**src/rtl/er_irq_dma_monitor.sv**
```systemverilog
`default_nettype none
// ============================================================================
// Module      : er_irq_dma_monitor
// Description : Executable-region (ER) monitor. Raises exec only while the
//               ER has been entered at ER_min and not disturbed by DMA,
//               an interrupt, or an invalid bound configuration. Also
//               reports the source of the most recent abort and a
//               saturating abort count.
// Revision    : 1.0 - initial release
// ----------------------------------------------------------------------------
// Ports
//   clk       in   1             system clock, rising edge
//   reset     in   1             synchronous active-high reset
//   pc        in   ADDR_W        current program counter
//   irq       in   1             interrupt taken this cycle
//   dma_en    in   N_DMA         per-channel DMA access active
//   dma_addr  in   N_DMA*ADDR_W  channel i at [i*ADDR_W +: ADDR_W]
//   ER_min    in   ADDR_W        first ER address (entry point)
//   ER_max    in   ADDR_W        last ER address (exit point)
//   exec      out  1             valid uninterrupted ER execution
//   viol_src  out  N_DMA+1       bit i = DMA ch i, MSB = irq (last abort)
//   viol_cnt  out  VCNT_W        aborts since reset, saturating
// Configuration macro
//   ER_IRQ_ABORT_EN : when defined, an irq while pc is inside the ER is a
//                     violation; when undefined, irq is ignored.
// ============================================================================
module er_irq_dma_monitor #(
  parameter int ADDR_W = 16,
  parameter int N_DMA  = 2,
  parameter int VCNT_W = 8
) (
  input  logic                    clk,
  input  logic                    reset,
  input  logic [ADDR_W-1:0]       pc,
  input  logic                    irq,
  input  logic [N_DMA-1:0]        dma_en,
  input  logic [N_DMA*ADDR_W-1:0] dma_addr,
  input  logic [ADDR_W-1:0]       ER_min,
  input  logic [ADDR_W-1:0]       ER_max,
  output logic                    exec,
  output logic [N_DMA:0]          viol_src,
  output logic [VCNT_W-1:0]       viol_cnt
);

  typedef enum logic [1:0] {
    ST_ABORT = 2'b00,
    ST_EXEC  = 2'b01,
    ST_DONE  = 2'b10
  } state_t;

  state_t           r_state;
  state_t           w_next;
  logic             r_prev_max;   // previous cycle was a clean pc==ER_max
  logic             w_cfg_ok;
  logic             w_pc_in;
  logic             w_at_min;
  logic             w_at_max;
  logic [N_DMA-1:0] w_dma_v;
  logic             w_irq_v;
  logic             w_viol;

  assign w_cfg_ok = (ER_min <= ER_max);
  assign w_pc_in  = (pc >= ER_min) && (pc <= ER_max);
  assign w_at_min = (pc == ER_min);
  assign w_at_max = (pc == ER_max);

  // A channel is a violation if it is active while code runs in the ER,
  // or if it touches the ER regardless of where the pc is.
  for (genvar i = 0; i < N_DMA; i++) begin : g_dma
    logic [ADDR_W-1:0] w_addr;
    assign w_addr     = dma_addr[i*ADDR_W +: ADDR_W];
    assign w_dma_v[i] = dma_en[i] &&
                        (w_pc_in || ((w_addr >= ER_min) && (w_addr <= ER_max)));
  end

`ifdef ER_IRQ_ABORT_EN
  assign w_irq_v = irq && w_pc_in;
`else
  logic w_unused_irq;
  assign w_unused_irq = irq;
  assign w_irq_v      = 1'b0;
`endif

  assign w_viol = (|w_dma_v) || w_irq_v || !w_cfg_ok;

  // Violation always wins over entry at ER_min.
  always_comb begin
    w_next = ST_ABORT;
    case (r_state)
      ST_ABORT: w_next = (w_at_min && !w_viol) ? ST_EXEC : ST_ABORT;
      ST_EXEC: begin
        if (w_viol)                       w_next = ST_ABORT;
        else if (r_prev_max && !w_pc_in)  w_next = ST_DONE;
        else                              w_next = ST_EXEC;
      end
      ST_DONE: begin
        if (w_viol)                       w_next = ST_ABORT;
        else if (w_pc_in && !w_at_min)    w_next = ST_ABORT;
        else if (w_at_min)                w_next = ST_EXEC;
        else                              w_next = ST_DONE;
      end
      default:                            w_next = ST_ABORT;
    endcase
  end

  always_ff @(posedge clk) begin
    if (reset) begin
      r_state    <= ST_ABORT;
      r_prev_max <= 1'b0;
      exec       <= 1'b0;
      viol_src   <= '0;
      viol_cnt   <= '0;
    end else begin
      r_state    <= w_next;
      r_prev_max <= w_at_max && !w_viol;
      exec       <= (w_next != ST_ABORT);

      if (r_state != ST_ABORT && w_next == ST_ABORT)
        viol_src <= {w_irq_v, w_dma_v};
      else if (r_state == ST_ABORT && w_next == ST_EXEC)
        viol_src <= '0;

      if ((r_state == ST_EXEC || r_state == ST_DONE) && w_next == ST_ABORT &&
          viol_cnt != {VCNT_W{1'b1}})
        viol_cnt <= viol_cnt + VCNT_W'(1);
    end
  end

endmodule
`default_nettype wire

```
**config.mk**
```make
export PLATFORM = sky130hd
export DESIGN_NAME = er_irq_dma_monitor
export DESIGN_NICKNAME = d
export VERILOG_FILES = /design/src/rtl/er_irq_dma_monitor.sv
export SDC_FILE = /design/constraint.sdc
export NUM_CORES = 1
export LEC_CHECK = 0
export ABC_AREA = 0
export BUFFER_PORTS_ARGS = -buffer_cell sky130_fd_sc_hd__buf_4
export CAP_MARGIN = 20
export CELL_PAD_IN_SITES_DETAIL_PLACEMENT = 1
export CELL_PAD_IN_SITES_GLOBAL_PLACEMENT = 1
export CORE_MARGIN = 2
export CORE_UTILIZATION = 30
export CTS_CLUSTER_DIAMETER = 150
export CTS_CLUSTER_SIZE = 10
export DETAILED_ROUTE_END_ITERATION = 10
export HOLD_SLACK_MARGIN = 0.02
export PLACE_DENSITY_LB_ADDON = 0.15
export SYNTH_ARGS = -nofsm -noshare
export SYNTH_HDL_FRONTEND = slang
export SYNTH_SLANG_ARGS = --single-unit
```
**constraint.sdc**
```tcl
create_clock -name clk -period 8.75 [get_ports clk]
set_input_delay 0.875 -clock clk [delete_from_list [all_inputs] [get_ports clk]]
set_output_delay 0.875 -clock clk [all_outputs]
set_load 0.05 [all_outputs]
```
---- Word-level counts from Yosys, hierarchy flattened ----
Cells that the tools add are included.
word-level totals
  word-level logic and storage cells ...... 55
  bits of input ports ..................... 85
  register bits ........................... 14
cells by class
  equal/unequal tests ..................... 6
  order comparisons ....................... 7
  muxes and demuxes ....................... 9
  reductions and logical operators ........ 27
  add/subtract/negate cells ............... 1
operators with widths
  cell                                                             number
  16-bit <= comparator                                             4
  16-bit greater-or-equal comparator                               3
  16-bit == test                                                   2
  2-bit 2-to-1 mux                                                 7
  1-bit logical AND                                                13
  8-bit by 1-bit adder with 8-bit output, second input constant    1
  8-bit != test, second input constant                             1
  2-bit one-hot mux with 3 select lines                            1
  2-bit nonzero test                                               3
  2-bit by 1-bit == test with 1-bit output, second input constant  2
  1-bit zero test                                                  4
  2-bit zero test                                                  2
  1-bit logical OR                                                 4
  2-bit == test, second input constant                             1
  2-bit OR reduction                                               1
  1-bit 2-to-1 mux                                                 1

---- Depth between registers and ports, before layout ----
Gate-level depths: netlist of run 1.
  depth in word-level cells ............... 14
  depth in mapped cells ................... 12
  mapped depth without buffers ............ 11

---- Least setup slack after synthesis of run 1 ----
Ideal clock, no wire load.
  kind .................................... input-to-reg
  start point ............................. input ER_max[15]
  end point ............................... register viol_cnt[3]
  library setup time ...................... 0.123 ns
  arrival ................................. 3.432 ns
  stages on the path ...................... 11
  path buffers ............................ 0
  slack ................................... 5.194 ns
  path through ............................ inv_1 ha_1 nand4_1 or4_1 or2_1 o31a_2 o22a_1 o211ai_4 a31oi_4 nor4b_2 mux2_1
between the ends
  word-level cells in the longest chain between the ends .. 13
  elaborated cells on any way between the ends .. 28
RTL lines
  item                                       line    text
  start, declared                            39      input logic [ADDR_W-1:0] ER_max,
  16-bit <= comparator (on tied branches)    63, 73
  1-bit logical AND (on tied branches)       63, 73
  1-bit logical OR                           73      (w_pc_in || ((w_addr >= ER_min) && (w_addr <= ER_max)));
  1-bit logical AND                          72      assign w_dma_v[i] = dma_en[i] &&
  2-bit OR reduction                         84      assign w_viol = (|w_dma_v) || w_irq_v || !w_cfg_ok;
  1-bit logical OR                           84
  1-bit zero test                            90      ST_ABORT: w_next = (w_at_min && !w_viol) ? ST_EXEC : ST_ABORT;
  1-bit logical AND                          90
  1-bit 2-to-1 mux                           90
  2-bit one-hot mux with 3 select lines (*)  89      case (r_state)
  2-bit zero test (*)                        123     if ((r_state == ST_EXEC || r_state == ST_DONE) && w_next == ST_ABORT &&
  1-bit logical AND (*) (2 in a row)         123
  end signal, assigned                       125     viol_cnt <= viol_cnt + VCNT_W'(1);
  end, declared                              42      output logic [VCNT_W-1:0] viol_cnt
Mark *: on every way between the ends. The rest lies on a longest branch, timed or not.
A chain may end at the register's enable or synchronous reset.

---- Worst setup path in the final report of run 1 ----
  start point ............................. input ER_max[14]
  end point ............................... register viol_cnt[4]
The elaborated chain is that of the path after synthesis.

==> results of run 1 <==
## routing by layer
| layer | routed length (um) | vias up | global-route usage, % |
|---|---|---|---|
| met2 | 5380 | 70 | 34.0 |
| met4 | 54 | 0 | 2.35 |
| met3 | 462 | 6 | 0.889 |
| met1 | 4820 | 1545 | 23.9 |
| met5 | 0 | - | 0 |
| li1 | - | 1715 | - |
## worst max path at each step
stage          startpoint                       end  slack (ps)
2_1_floorplan  ER_max[15]  viol_cnt[3]$_SDFFE_PP0P_        5190
3_3_place_gp   ER_max[14]  viol_cnt[4]$_SDFFE_PP0P_        4650
3_5_place_dp   ER_max[15]  viol_cnt[3]$_SDFFE_PP0P_        4660
4_1_cts        ER_max[15]  viol_cnt[3]$_SDFFE_PP0P_        4910
5_1_grt        ER_max[14]  viol_cnt[5]$_SDFFE_PP0P_        4640
6_report       ER_max[14]  viol_cnt[4]$_SDFFE_PP0P_        4920
## per-stage QoR
step	total power [W]	utilization [%]	area (um^2)	setup slack [ps]
floorplan	0.000158	-	3330	5190
global placement	0.000222	38.7	4190	4650
detailed placement	0.000230	38.7	4190	4660
CTS	0.000283	39.0	4230	4910
global route	0.000310	39.0	4230	4640
finish	0.000279	39.0	4230	4920
## final cells by class
type | instances | area, um^2
sequential | 14 | 280
tap | 140 | 175
fill | 1326 | 6610
timing repair buffer | 94 | 706
clock buffer | 3 | 41.3
inverter | 40 | 150
multi-input combinational | 344 | 2880
## critical path, cell delays in order
cell	delay, ps
buf_4	80
inv_1	90
ha_1	330
nand4_1	190
nor4_1	590
a21boi_0	370
o41a_1	210
o32a_1	240
o211ai_4	130
a31oi_4	390
nor3_1	140
mux2_1	320
## cell usage in the layout, fill, tap and decap left out, drive strengths merged, types with 2 or more instances in the layout
master	count
a31o	3
o21ai	17
nor3	7
inv	40
buf	94
o2bb2ai	2
nor4	2
a21boi	5
clkbuf	3
nand4	21
and4	2
ha	117
and2	2
nor2	17
a21oi	38
o31a	2
dfxtp	14
mux2	4
nor3b	2
nand2b	3
nor4b	2
a2111oi	2
or3	5
o211ai	3
a211oi	9
a21o	9
and3	4
nor2b	9
o31ai	2
nand2	18
o21bai	4
o21a	6
or2	2
nand3	10
## power breakdown
part	switching (W)	total (W)	internal, W	leakage, nW
combinational	0.0000868	0.000164	0.0000771	2.03
sequential	0.000000000300	0.0000638	0.0000638	0.113
clock	0.0000210	0.0000514	0.0000304	0.0216
total	0.000108	0.000279	0.000171	2.16
## registers in the layout (all words and copies together), names as in the netlist
name and cells:
r_state 2, viol_cnt 8, exec 1, r_prev_max 1, viol_src 2
## kinds of logic (layout without fill, tap and decap cells)
kind of cell,Yosys count,in the layout,share of synthesized area [%]
AO/OA/AOI/OAI,113,113,23.1
adder cells (fa/ha/maj),117,117,43.9
buffers and inverters,43,137,5.18
flip-flops,14,14,8.41
multiplexers,4,4,1.35
other,1,1,0.113
AND/OR/NAND/NOR,109,109,17.9
==> impl_metrics.py, run 1 <==
metrics = {
    "yosys": {
        "synthTopCellsByArea": "ha_1, dfxtp_1, a21oi_1, inv_1, nand4_1",
        "synth_top_area_cell": "ha_1",
        "synth_edf_count": 0,
        "ys_seq_area_share_pct": 8.41,
        "synthDistinctLibCells": 55,
        "synth_top_area_share_pct": 43.9,
        "postSynthAreaPerCell_um2": 8.31,
        "syn_inst": 401,
        "synth.most_common_cell": "ha_1",
        "async_flop_share_pct": 0,
        "synthesis.nets": 603,
        "synth_area_mm2": 0.00333,
        "ys_seq_elements": 14,
        "synthTopCellsByCount": "ha_1, inv_1, a21oi_1",
        "ys.flop_type": "dfxtp_1",
        "ys_warn_count": 0,
    },
    "grt": {
        "grt_start_max_net_pins": 18,
        "antenna_found_initial": 0,
        "first_global_vias": 3529,
        "grt-ovfl-total": 0,
        "grt_util_all_layers_pct": 18.3,
        "grt_pass1_wl_um": 17300,
    },
    "worst_hold_path": {
        "min_from": "viol_src[1]$_SDFFE_PP0P_",
        "hp-class": "reg2reg",
        "min_to": "viol_src[1]$_SDFFE_PP0P_",
        "hold-path-cell-count": 2,
    },
    "clocking": {
        "ctsResizeCount": 0,
        "cts_setup_buffers": 0,
        "cts.path.max_buffers": 2,
        "hold_buffers": 0,
        "cts-root-buf": "clkbuf_8",
        "cts_buffers": 3,
        "cts_tree": "done",
        "path_clk_slew_ps": 50,
        "htreeDepth": 1,
        "clock_latency_ps": 240,
        "clkSinkCount": 14,
    },
    "layout": {
        "drive_above_1_share_pct": 21.2,
        "finalNetCount": 699,
        "diodes": 0,
        "area_growth_pct": 27.0,
        "instances_no_fill": 635,
    },
    "timing": {
        "max_slew_margin_pct": 48.1,
        "hold_violations": 0,
        "skew_ps": 0.491,
        "fin_setup_tns_ps": 0,
        "holdWs_ps": 498,
        "drv_slew": 0,
        "final.period_utilization_pct": 43.8,
        "max_freq_mhz": 261,
        "rsz0062_at_grt": "no",
        "setup_viol": 0,
        "period_minus_slack_ps": 3830,
        "worst_pin_slew_ps": 759,
    },
    "route": {
        "drc_errors": 0,
        "drtIter0Drc": 88,
        "drt-pass1-iter-count": 5,
        "drtAntennaViolNets": 0,
        "wire_per_inst_um": 16.9,
        "vias_per_cell": 5.25,
        "vias": 3336,
        "routed_wirelength_um": 10700,
    },
    "flow_run": {
        "cap_viol_max_count": 0,
    },
    "worst_setup_path": {
        "r2r-end": "viol_cnt[3]$_SDFFE_PP0P_",
        "critPathRequiredTime_ps": 8880,
        "endpoint_kind": "register",
        "cp-start-kind": "primary input",
        "crit_arrival_ps": 3960,
        "reg2reg_slack_ps": 6630,
        "r2r_cells": 8,
        "crit_fanout": 15,
        "critPathKind": "in2reg",
        "reg2reg_from": "r_state[1]$_SDFF_PP0_",
    },
    "pwr": {
        "irDropWorstVdd_uv": 52.7,
        "power.leakage_nw": 2.16,
        "power_density_mw_per_mm2": 65.9,
    },
    "die": {
        "dieArea_mm2": 0.0120,
        "die_w_um": 109,
        "dieHeight_um": 109,
        "start_util_pct": 30.7,
        "ios": 97,
        "rows": 38,
        "core_mm2": 0.0108,
    },
    "placement": {
        "post-dp-hpwl_um": 9740,
        "dp.cells": 632,
        "place_congestion": 0.819,
        "port_buffers": 94,
    },
    "run_status": {
        "status": "completed",
    },
}
(Power assumes the default switching activity.)
==> run 2, diff against run 1 <==
- clock period: 8.75 -> 3.9 ns (I/O delays scaled with it)
==> impl_metrics.py, run 2 (synthesis gave the netlist of run 1 again) <==
metrics = {
    "timing": {
        "hold_violations": 0,
        "period_minus_slack_ps": 3280,
        "max_freq_mhz": 305,
        "drv_slew": 0,
        "setup_viol": 0,
        "max_slew_margin_pct": 45.6,
        "worst_pin_slew_ps": 796,
        "skew_ps": 2.30,
        "fin_setup_tns_ps": 0,
        "final.period_utilization_pct": 84.0,
        "rsz0062_at_grt": "no",
        "worst_slack_ps": 623,
    },
    "pwr": {
        "p_sw_w": 0.000243,
        "power_density_mw_per_mm2": 148,
        "p_seq_share_pct": 22.8,
        "power.leakage_nw": 2.17,
        "irDropWorstVdd_uv": 123,
        "switching_share_pct": 38.8,
        "p_total_w": 0.000627,
        "pwr-share-clk_pct": 18.7,
        "pwr-share-comb_pct": 58.5,
        "p_int_w": 0.000384,
    },
    "worst_setup_path": {
        "critPathRequiredTime_ps": 4020,
        "crit_arrival_ps": 3400,
        "critPathKind": "in2reg",
        "endpoint_kind": "register",
        "crit_fanout": 11,
        "cp-start-kind": "primary input",
    },
    "die": {
        "ios": 97,
        "start_util_pct": 30.7,
        "core_mm2": 0.0108,
        "rows": 38,
        "die_w_um": 109,
        "dieHeight_um": 109,
        "dieArea_mm2": 0.0120,
    },
    "clocking": {
        "hold_buffers": 0,
        "ctsResizeCount": 0,
        "clock_latency_ps": 240,
        "cts_tree": "done",
        "cts.path.max_buffers": 2,
        "path_clk_slew_ps": 60,
        "clkSinkCount": 14,
        "htreeDepth": 1,
        "cts_buffers": 3,
        "cts_setup_buffers": 0,
        "cts-root-buf": "clkbuf_8",
    },
    "flow_run": {
        "cap_viol_max_count": 0,
    },
    "run_status": {
        "status": "completed",
    },
    "layout": {
        "top_regs": "viol_cnt (8), r_state (2), viol_src (2)",
        "mostFrequentLayoutCells": "ha_1, buf_4, inv_1",
        "largest_register_ffs": 8,
        "top_register": "viol_cnt",
        "drive_above_1_share_pct": 21.4,
        "n_fill_cell": 1347,
        "layout_commonest_cell": "ha_1",
        "area_growth_pct": 27.2,
        "diodes": 0,
        "finalNetCount": 700,
    },
    "placement": {
        "post-dp-hpwl_um": 9600,
        "place_worst_setup_slack_ps": 357,
        "port_buffers": 94,
        "place_congestion": 0.804,
    },
    "grt": {
        "first_global_vias": 3483,
        "antenna_found_initial": 0,
        "grt-ovfl-total": 0,
        "grt_start_max_net_pins": 18,
        "grt_pass1_wl_um": 17000,
        "grt_util_all_layers_pct": 18.0,
    },
    "route": {
        "wire_per_inst_um": 16.7,
        "drtAntennaViolNets": 0,
        "vias": 3293,
        "vias_per_cell": 5.18,
        "routed_wirelength_um": 10600,
        "drt-pass1-iter-count": 4,
        "drc_errors": 0,
        "drtIter0Drc": 86,
    },
    "worst_hold_path": {
        "hp-class": "in2reg",
    },
}
-- run 2: cell types whose count changed in the layout (fill, tap and decap cells not counted), sizes merged --
| cell | delta |
|---|---|
| buf | +1 |
-- run 2: final cells by class --
type | instances | area (um^2) | area share, %
well taps | 140 | 175 | 4.13
multi-input cells | 344 | 2880 | 67.9
clock buffers | 3 | 41.3 | 0.974
repair buffers | 95 | 713 | 16.8
flip-flops and latches | 14 | 280 | 6.61
inverters | 40 | 150 | 3.54
-- run 2: final timing paths --
path                                                from                  endpoint  slack, ps  cells after the start
worst max-delay path                          ER_max[15]  viol_cnt[3]$_SDFFE_PP0P_        620                     12
worst min-delay path                               reset  viol_cnt[7]$_SDFFE_PP0P_        440                      2
worst max register to register     r_state[1]$_SDFF_PP0_  viol_cnt[3]$_SDFFE_PP0P_       1820                      8
worst min register to register  viol_src[1]$_SDFFE_PP0P_  viol_src[1]$_SDFFE_PP0P_        500                      2
-- run 2: per-stage QoR --
stage,hold slack [ps],util [%],std cells,cell area [um^2]
2_1_floorplan,551,-,401,3330
3_3_place_gp,479,38.7,633,4200
3_5_place_dp,494,38.7,633,4200
4_1_cts,441,39.1,636,4240
5_1_grt,460,39.1,636,4240
6_report,442,39.1,636,4240
-- run 2: power by group through the flow --
stage | sequential [W] | clock [W] | combinational [W]
2_1_floorplan | 0.000146 | 0 | 0.000209
3_3_place_gp | 0.000146 | 0 | 0.000353
3_5_place_dp | 0.000146 | 0 | 0.000369
4_1_cts | 0.000143 | 0.000121 | 0.000372
5_1_grt | 0.000143 | 0.000129 | 0.000420
6_report | 0.000143 | 0.000117 | 0.000367
-- run 2: critical path, cell delays in order --
cell	delay (ps)
buf_4	80
inv_1	90
ha_1	330
nand4_1	190
or4_1	600
or2_1	280
o31a_2	140
o22a_1	260
o211ai_4	250
a31oi_4	110
nor4b_2	320
mux2_1	350
-- run 2: routing by layer --
layer  wire [um]  share of wire, %  track usage (%)  vias to the layer above
li1            -                 -                -                     1714
met1        4970                47             23.7                     1515
met2        5230                49             33.2                       58
met3         345               3.3            0.830                        6
met4          63              0.59             2.17                        0
met5           0                 0                0                        -
